`src/rtl/atu_pkg.sv`:
```
// Shared angle geometry, angle types and move-controller states for the ATU move sequencer.
package atu_pkg;
    localparam int ANGLE_W    = 12;
    localparam int ANGLE_STEP = 4;
    localparam int ANGLE_MAX  = 4020;
    localparam int ANGLE_MOD  = ANGLE_MAX + ANGLE_STEP;

    typedef logic [ANGLE_W-1:0] angle_t;
    typedef logic [ANGLE_W:0]   delta_t;

    typedef enum logic [2:0] {
        ST_IDLE,
        ST_PLAN,
        ST_MOVE,
        ST_SETTLE,
        ST_FAULT
    } atu_move_state_t;

    function automatic logic target_legal(input angle_t t);
        return (int'(t) <= ANGLE_MAX) && ((int'(t) % ANGLE_STEP) == 0);
    endfunction

    // Clockwise distance from cur to target, wrapped into [0, ANGLE_MOD).
    function automatic delta_t delta_cw(input angle_t target, input angle_t cur);
        delta_t t;
        delta_t c;
        t = {1'b0, target};
        c = {1'b0, cur};
        if (target >= cur) begin
            return t - c;
        end
        return t + delta_t'(ANGLE_MOD) - c;
    endfunction

    function automatic logic shortest_cw(input delta_t d);
        return d <= delta_t'(ANGLE_MOD / 2);
    endfunction
endpackage

```
`src/rtl/atu_stall_watchdog.sv`:
```
// Counts consecutive enabled cycles without a clear; pulses timeout on the STALL_CYCLES-th one.
module atu_stall_watchdog #(
    parameter int unsigned STALL_CYCLES = 1000000
) (
    input  logic clk,
    input  logic rst_n,
    input  logic enable,
    input  logic clear,
    output logic timeout
);
    localparam int CNT_W = $clog2(STALL_CYCLES + 1);

    logic [CNT_W-1:0] cnt_q;
    logic [CNT_W-1:0] cnt_d;

    always_comb begin
        cnt_d   = '0;
        timeout = 1'b0;
        if (enable && !clear) begin
            if (cnt_q == CNT_W'(STALL_CYCLES - 1)) begin
                timeout = 1'b1;
            end else begin
                cnt_d = cnt_q + 1'b1;
            end
        end
    end

    always_ff @(posedge clk or negedge rst_n) begin
        if (!rst_n) begin
            cnt_q <= '0;
        end else begin
            cnt_q <= cnt_d;
        end
    end
endmodule

```
`src/rtl/atu_move_controller.sv`:
```
// Sequences motor and ATU for commanded moves: plan, move, settle, done, with stall/retry fault.
// Build option ATU_MOVE_SHORTEST_EN: initial direction is the shortest path instead of cmd_cw.
module atu_move_controller
    import atu_pkg::*;
#(
    parameter int unsigned STALL_CYCLES  = 1000000,
    parameter int unsigned SETTLE_CYCLES = 16,
    parameter int unsigned MAX_RETRY     = 3
) (
    input  logic               CLK,
    input  logic               reset,
    input  logic               cmd_valid,
    output logic               cmd_ready,
    input  logic [ANGLE_W-1:0] cmd_target,
    input  logic               cmd_cw,
    input  logic               abort,
    input  logic               fault_clr,
    input  logic [ANGLE_W-1:0] angle,
    output logic               motor_en,
    output logic               motor_cw,
    output logic               atu_monitor,
    output logic               busy,
    output logic               done,
    output logic               cmd_err,
    output logic               fault
);
    localparam int SETTLE_W = $clog2(SETTLE_CYCLES + 1);
    localparam int RETRY_W  = $clog2(MAX_RETRY + 2);

    atu_move_state_t   state_q, state_d;
    angle_t            target_q, target_d;
    logic              cw_req_q, cw_req_d;
    logic              motor_cw_q, motor_cw_d;
    logic [RETRY_W-1:0]  retry_q, retry_d;
    logic [SETTLE_W-1:0] settle_q, settle_d;
    logic              done_q, done_d;
    logic              cmd_err_q, cmd_err_d;
    angle_t            angle_prev_q;
    logic              stall_timeout;
    delta_t            delta;

    atu_stall_watchdog #(
        .STALL_CYCLES(STALL_CYCLES)
    ) u_watchdog (
        .clk    (CLK),
        .rst_n  (reset),
        .enable (state_q == ST_MOVE),
        .clear  (angle != angle_prev_q),
        .timeout(stall_timeout)
    );

    always_comb begin
        state_d    = state_q;
        target_d   = target_q;
        cw_req_d   = cw_req_q;
        motor_cw_d = motor_cw_q;
        retry_d    = retry_q;
        settle_d   = settle_q;
        done_d     = 1'b0;
        cmd_err_d  = 1'b0;
        delta      = delta_cw(target_q, angle);

        case (state_q)
            ST_IDLE: begin
                retry_d  = '0;
                settle_d = '0;
                if (cmd_valid) begin
                    target_d = cmd_target;
                    cw_req_d = cmd_cw;
                    if (!target_legal(cmd_target)) begin
                        cmd_err_d = 1'b1;
                    end else if (cmd_target == angle) begin
                        done_d = 1'b1;
                    end else begin
                        state_d = ST_PLAN;
                    end
                end
            end
            ST_PLAN: begin
                if (abort) begin
                    state_d = ST_IDLE;
                end else begin
`ifdef ATU_MOVE_SHORTEST_EN
                    motor_cw_d = shortest_cw(delta);
`else
                    // Only the first leg honours the requested direction; corrections take the short way back.
                    motor_cw_d = (retry_q == '0) ? cw_req_q : shortest_cw(delta);
`endif
                    state_d = ST_MOVE;
                end
            end
            ST_MOVE: begin
                settle_d = '0;
                if (stall_timeout) begin
                    state_d = ST_FAULT;
                end else if (abort) begin
                    state_d = ST_IDLE;
                end else if (angle == target_q) begin
                    state_d = ST_SETTLE;
                end
            end
            ST_SETTLE: begin
                if (abort) begin
                    state_d = ST_IDLE;
                end else if (angle != target_q) begin
                    settle_d = '0;
                    retry_d  = retry_q + 1'b1;
                    state_d  = (retry_q < RETRY_W'(MAX_RETRY)) ? ST_PLAN : ST_FAULT;
                end else if (settle_q == SETTLE_W'(SETTLE_CYCLES - 1)) begin
                    done_d   = 1'b1;
                    retry_d  = '0;
                    settle_d = '0;
                    state_d  = ST_IDLE;
                end else begin
                    settle_d = settle_q + 1'b1;
                end
            end
            ST_FAULT: begin
                if (fault_clr) begin
                    retry_d = '0;
                    state_d = ST_IDLE;
                end
            end
            default: state_d = ST_IDLE;
        endcase
    end

    always_ff @(posedge CLK or negedge reset) begin
        if (!reset) begin
            state_q      <= ST_IDLE;
            target_q     <= '0;
            cw_req_q     <= 1'b1;
            motor_cw_q   <= 1'b1;
            retry_q      <= '0;
            settle_q     <= '0;
            done_q       <= 1'b0;
            cmd_err_q    <= 1'b0;
            angle_prev_q <= '0;
        end else begin
            state_q      <= state_d;
            target_q     <= target_d;
            cw_req_q     <= cw_req_d;
            motor_cw_q   <= motor_cw_d;
            retry_q      <= retry_d;
            settle_q     <= settle_d;
            done_q       <= done_d;
            cmd_err_q    <= cmd_err_d;
            angle_prev_q <= angle;
        end
    end

    assign cmd_ready   = (state_q == ST_IDLE);
    assign motor_en    = (state_q == ST_MOVE);
    assign motor_cw    = motor_cw_q;
    assign atu_monitor = (state_q == ST_MOVE) || (state_q == ST_SETTLE);
    assign busy        = (state_q != ST_IDLE) && (state_q != ST_FAULT);
    assign done        = done_q;
    assign cmd_err     = cmd_err_q;
    assign fault       = (state_q == ST_FAULT);
endmodule

```
`config.mk`:
```
export PLATFORM = sky130hd
export DESIGN_NAME = atu_move_controller
export DESIGN_NICKNAME = d
export VERILOG_FILES = /design/src/rtl/atu_pkg.sv /design/src/rtl/atu_stall_watchdog.sv /design/src/rtl/atu_move_controller.sv
export SDC_FILE = /design/constraint.sdc
export NUM_CORES = 1
export LEC_CHECK = 0
export BUFFER_PORTS_ARGS = -buffer_cell sky130_fd_sc_hd__buf_2
export CORE_UTILIZATION = 35
export CTS_CLUSTER_DIAMETER = 150
export CTS_CLUSTER_SIZE = 16
export DETAILED_ROUTE_END_ITERATION = 8
export HOLD_SLACK_MARGIN = 0.05
export PLACE_DENSITY = 0.59
export SLEW_MARGIN = 20
export SYNTH_ARGS = -nofsm -noshare
export SYNTH_HDL_FRONTEND = slang
export SYNTH_SLANG_ARGS = --single-unit
export TNS_END_PERCENT = 30
```
`constraint.sdc`:
```
create_clock -name CLK -period 6.3 [get_ports CLK]
set_input_delay 0.945 -clock CLK [delete_from_list [all_inputs] [get_ports CLK]]
set_output_delay 0.945 -clock CLK [all_outputs]
set_load 0.005 [all_outputs]
```
# Yosys cells after proc, flatten, opt, wreduce, memory -nomap -nowiden
# Cells that the tools add are included.
totals:
  register_bits: 59
  output_inout_bits: 8
  wordCells: 95
classes:
  n_addsub: 6
  order_cmp: 4
  n_eq_ne: 19
  muxes: 38
  n_bitwise: 1
  reduce_logical: 17
op_table:
  columns: ["cell", "count"]
  rows:
  - ["$mux W20", 2]
  - ["$mux W3", 13]
  - ["$logic_not A32 Y1", 1]
  - ["$mux W13", 2]
  - ["$eq A12 B12 Y1", 2]
  - ["$ne A12 B12 Y1", 2]
  - ["$add A20 B1 Y20 const B", 1]
  - ["$eq A20 B20 Y1 const B", 1]
  - ["$mux W5", 3]
  - ["$pmux W3 S5", 1]
  - ["$add A12 B12 Y13 const B", 1]
  - ["$le A13 B11 Y1 const B", 1]
  - ["$mux W1", 13]
  - ["$sub A12 B12 Y13", 1]
  - ["$sub A13 B12 Y13", 1]
  - ["$ge A12 B12 Y1", 1]
  - ["$le A12 B12 Y1 const B", 1]
  - ["$pmux W5 S2", 1]
  - ["$pmux W3 S3", 1]
  - ["$ne A2 B2 Y1 const B", 4]
  - ["$ne A4 B4 Y1 const B", 2]
  - ["$eq A3 B2 Y1 const B", 2]
  - ["$logic_not A3 Y1", 2]
  - ["$ne A3 B3 Y1 const B", 2]
  - ["other kinds (19)", 24]

# Logic depth before layout (Yosys ltp)
logic_depth:
  depth_word: 6
  ltp_mapped: 13
  mapped_depth_nobuf: 13

# Cells and area by module
# From an unflattened synthesis, not the netlist that was laid out.
hier_totals:
  hier_cells: 466
  area_unflattened_um2: 4215.3
by_module_without_submodules:
  columns: ["mod", "instances", "cells_each", "area_per_inst_um2", "seq_area_each_um2"]
  rows:
  - ["atu_move_controller", 1, 364, 3183.1, 978.4]
  - ["atu_stall_watchdog", 1, 102, 1032.2, 500.5]

# Worst setup path before layout
# Ideal clock, no wire load.
synth_path:
  path_type: "in2reg"
  startpoint: "input angle[1]"
  endpoint: "register motor_cw_q (netlist: motor_cw)"
  setup_ns: 0.087
  t_arrival_ns: 3.332
  required_ns: 6.213
  setup_slack_ns: 2.881
  path_stages: 12
  cell_sequence: "inv_1 > ha_1 > ha_1 > fa_1 > a21o_1 > a21oi_1 > o21ai_1 > xnor2_1 > a2111oi_0 > nand3_1 > o31ai_1 > o31ai_2"
synth_via:
  elab_chain_cells: 5
  elab_cells_between_ends: 8
synth_lines:
  columns: ["element", "line", "source"]
  rows:
  - ["from (decl)", "atu_move_controller.sv:18", "input logic [ANGLE_W-1:0] angle,"]
  - ["$sub A12 B12 Y13 or $ge A12 B12 Y1 (tied branches)", "atu_pkg.sv:30, atu_pkg.sv:29", null]
  - ["$mux W13 or $mux W1 (tied branches)", "atu_pkg.sv:29", "if (target >= cur) begin"]
  - ["$mux W13 (*)", "atu_pkg.sv:32", "return t + delta_t'(ANGLE_MOD) - c;"]
  - ["$le A13 B11 Y1 (*)", "atu_pkg.sv:36", "return d <= delta_t'(ANGLE_MOD / 2);"]
  - ["$mux W1 (*)", "atu_move_controller.sv:87", "motor_cw_d = (retry_q == '0) ? cw_req_q : shortest_cw(delta);"]
  - ["to (signal assigned)", "atu_move_controller.sv:143", "motor_cw_q <= motor_cw_d;"]
  - ["to (decl)", "atu_move_controller.sv:33", "logic motor_cw_q, motor_cw_d;"]
# Every way passes the cells marked *; elsewhere a longest branch is shown, timed or not. The select of a mux whose other input is x is not followed.
# A chain may end at the register's enable or synchronous reset.

# Worst setup path in the final report
# Same ends and word-level chain as after synthesis.

==> impl_metrics.ini <==
[worst_setup_path]
worstPathCellList = buf_2 > inv_1 > ha_1 > ha_1 > fa_1 > a21o_1 > a21oi_1 > o21ai_1 > xnor2_1 > a2111oi_0 > nand3_1 > o31ai_1 > o31ai_2
crit_top_cell = ha_1
critPathKind = input pin to flip-flop
crit_fanout = 5
critPathMaxStageDelay_ns = 0.41
start_kind = input pin
cp-end-kind = flip-flop
arrival_ns = 3.73
required_ns = 6.55
cpLargestDelayFamily = compound AO/OA/AOI/OAI gates
regToRegSetupSlack_ns = 3.28
critPathBufInv = 2
slowest_stage = fa_1

[timing]
tightest_slew_ns = 0.7745
setup_tns_ns = 0
rsz0062_at_grt = false
drv_slew = 0
slew_headroom_pct = 48.37
max_freq_ghz = 0.2879
fin_skew_ns = 0.007988
setup_viol = 0
fin_crit_sh_pct = 55.13
finalCriticalPeriod_ns = 3.473
hold_viol = 0
setup_slack_ns = 2.827

[clock_network]
ctsHtreeMaxLevel = 3
clk_pin_slew_ns = 0.05
ctsResizeCount = 0
cts_tree = yes
ctsHoldBuffers = 0
cts_setup_buffers = 0
max-clock-path-buffers = 2
cts.sinks = 59
root_buffer = clkbuf_16
clk_latency_ns = 0.34
cts_made_buffers = 9

[logic_synthesis]
synth_fp_nets = 526
synth.largest_area_cell = dfrtp_1
async_flop_share_pct = 100.0
avgSynthCellArea_um2 = 9.000
ys_warn_count = 0
synthDominantCellAreaShare_pct = 34.76
syn_area_um2 = 4104
synth.yosys.seq_area_share_pct = 36.04
synth_seq_cells = 59
synth_cell_types = 57
ys_top_cells_by_area = dfrtp_1, ha_1, xnor2_1, xor2_1, inv_1
synth_ff_type = dfrtp_1
netlist_instances = 456
synth_edf_count = 0

[place]
dp.cells = 632
io_buffers = 37
placed_area_um2 = 4451
pre_cts_ws_ns = 2.454
place.gp.congestion = 0.8786
dp_hpwl_um = 7566

[floorplan]
die_w_um = 110.3
initial_core_util_pct = 35.94
die-area_um2 = 12160
io_pins = 38
floorplan.core_area_um2 = 11420
rows = 39
die-height_um = 110.3

[layout]
regArea_um2 = 1479
antenna_cells = 0
multiInputGateArea_um2 = 2415
fin_nets = 570
layoutNonFillerInstCount = 648
stdcell_area_um2 = 4785
syn_to_final_growth_pct = 16.59
fillers = 1104
drive_gt1_share_pct = 14.46

[detailed_routing]
wl_met1_um = 4325
route.detailed.drc = 0
wl_met2_um = 4776
vias = 3290
routed.top_layer = met4
viasPerCell = 5.077
wl_met3_um = 397
drt_first_pass_iters = 4
drt_iter0_drc = 212
routed_wl_um = 9795
wl_per_cell_um = 15.12
final_antenna_net_count = 0

[global_route]
antenna_found_initial = 0
grt-ovfl-total = 0
grt_max_degree = 60
grt_pass1_vias = 3355
grt_use_total_pct = 17.86
grt_pass1_wl_um = 16260

[worst_hold_path]
hold_path_class = flip-flop to flip-flop

[power]
vdd_drop_max_v = 0.0002175
p_total_mw = 1.323
p_leak_nw = 2.168
p_per_area_nw_per_um2 = 276.6

[status]
status = completed

[run]
drv_cap = 0
-- Yosys cell counts (all sizes together) (3+ instances only) --
cell / instances
nor2: 44
nor2b: 5
fa: 5
and3: 7
or3: 3
xnor2: 39
nor4: 5
clkbuf: 3
buf: 3
a31oi: 5
mux2: 5
nand2b: 4
nand4: 9
nand4b: 3
xor2: 21
nor3: 10
a21oi: 16
o21ai: 27
a21o: 3
o21bai: 3
nand3: 18
nand2: 41
dfrtp: 57
ha: 35
nand3b: 5
inv: 49
-- flip-flops by register name (all words and copies together), names as in the netlist --
signal	count
angle_prev_q	12
cmd_err	1
cw_req_q	1
done	1
motor_cw	1
retry_q	3
settle_q	5
state_q	3
target_q	12
u_watchdog.cnt_q	20
-- stage by stage --
| step | hold WS [ns] | utilization (%) |
|---|---|---|
| 2_1_floorplan | 0.4474 | - |
| 6_report | 0.4845 | 41.90 |
| 3_3_place_gp | 0.4683 | 38.98 |
| 4_1_cts | 0.4850 | 41.85 |
| 5_1_grt | 0.5087 | 41.90 |
| 3_5_place_dp | 0.4777 | 38.98 |
-- per-layer routing --
layer	vias to the layer above	global-route usage [%]
met5	-	0
met1	1580	21.55
met3	17	4.703
met4	0	8.647
met2	50	29.46
li1	1643	-
-- worst reg2reg max path, stage by stage, from the launching register on --
cell and delay (ns):
dfrtp_1 0.38, ha_1 0.31, ha_1 0.25, fa_1 0.41, a21o_1 0.19, a21oi_1 0.26, o21ai_1 0.13, xnor2_1 0.14
a2111oi_0 0.35, nand3_1 0.13, o31ai_1 0.29, o31ai_2 0.10
-- where the power goes --
| group | switching (mW) | leakage, nW | internal, mW |
|---|---|---|---|
| Combinational | 0.208 | 1.25 | 0.160 |
| Sequential | 0.0136 | 0.765 | 0.402 |
| Clock | 0.184 | 0.155 | 0.357 |
| Total | 0.405 | 2.17 | 0.918 |
-- area by class of cell --
cell class                      count  share of cell area (%)
Clock inverter                      6                   1.857
Inverter                           49                   3.844
Multi-Input combinational cell    342                   50.47
Sequential cell                    59                   30.91
Timing Repair Buffer               39                   4.184
Clock buffer                       10                   4.995
Tap cell                          143                   3.740
-- cells by family after synthesis --
group / Yosys count / synth area share (%)
AO/OA/AOI/OAI: 73 / 11.59
XOR/XNOR: 60 / 12.81
adder cells (fa/ha/maj): 40 / 13.11
buffers and inverters: 55 / 5.274
flip-flops: 59 / 36.04
multiplexers: 7 / 1.860
AND/OR/NAND/NOR: 162 / 19.33
-- placed cells by master (no fill, tap or decap), types with 18 or more instances in the layout --
master / n
nand3_1: 18
dfrtp_1: 57
xor2_1: 21
o21ai_0: 24
buf_2: 37
nand2_1: 41
ha_1: 35
nor2_1: 44
inv_1: 48
xnor2_1: 39
-- worst paths after layout --
check	to	start	cells past startpoint
min reg2reg	u_watchdog.cnt_q[0]$_DFF_PN0_	u_watchdog.cnt_q[0]$_DFF_PN0_	1
max in group asynchronous	done$_DFF_PN0_	reset	2
min in group asynchronous	u_watchdog.cnt_q[4]$_DFF_PN0_	reset	2
max reg2reg	motor_cw$_DFFE_PN1P_	target_q[1]$_DFFE_PN0P_	11
max	motor_cw$_DFFE_PN1P_	angle[1]	13
min	u_watchdog.cnt_q[0]$_DFF_PN0_	u_watchdog.cnt_q[0]$_DFF_PN0_	1
No activity file was read; power rests on OpenSTA's default activity.
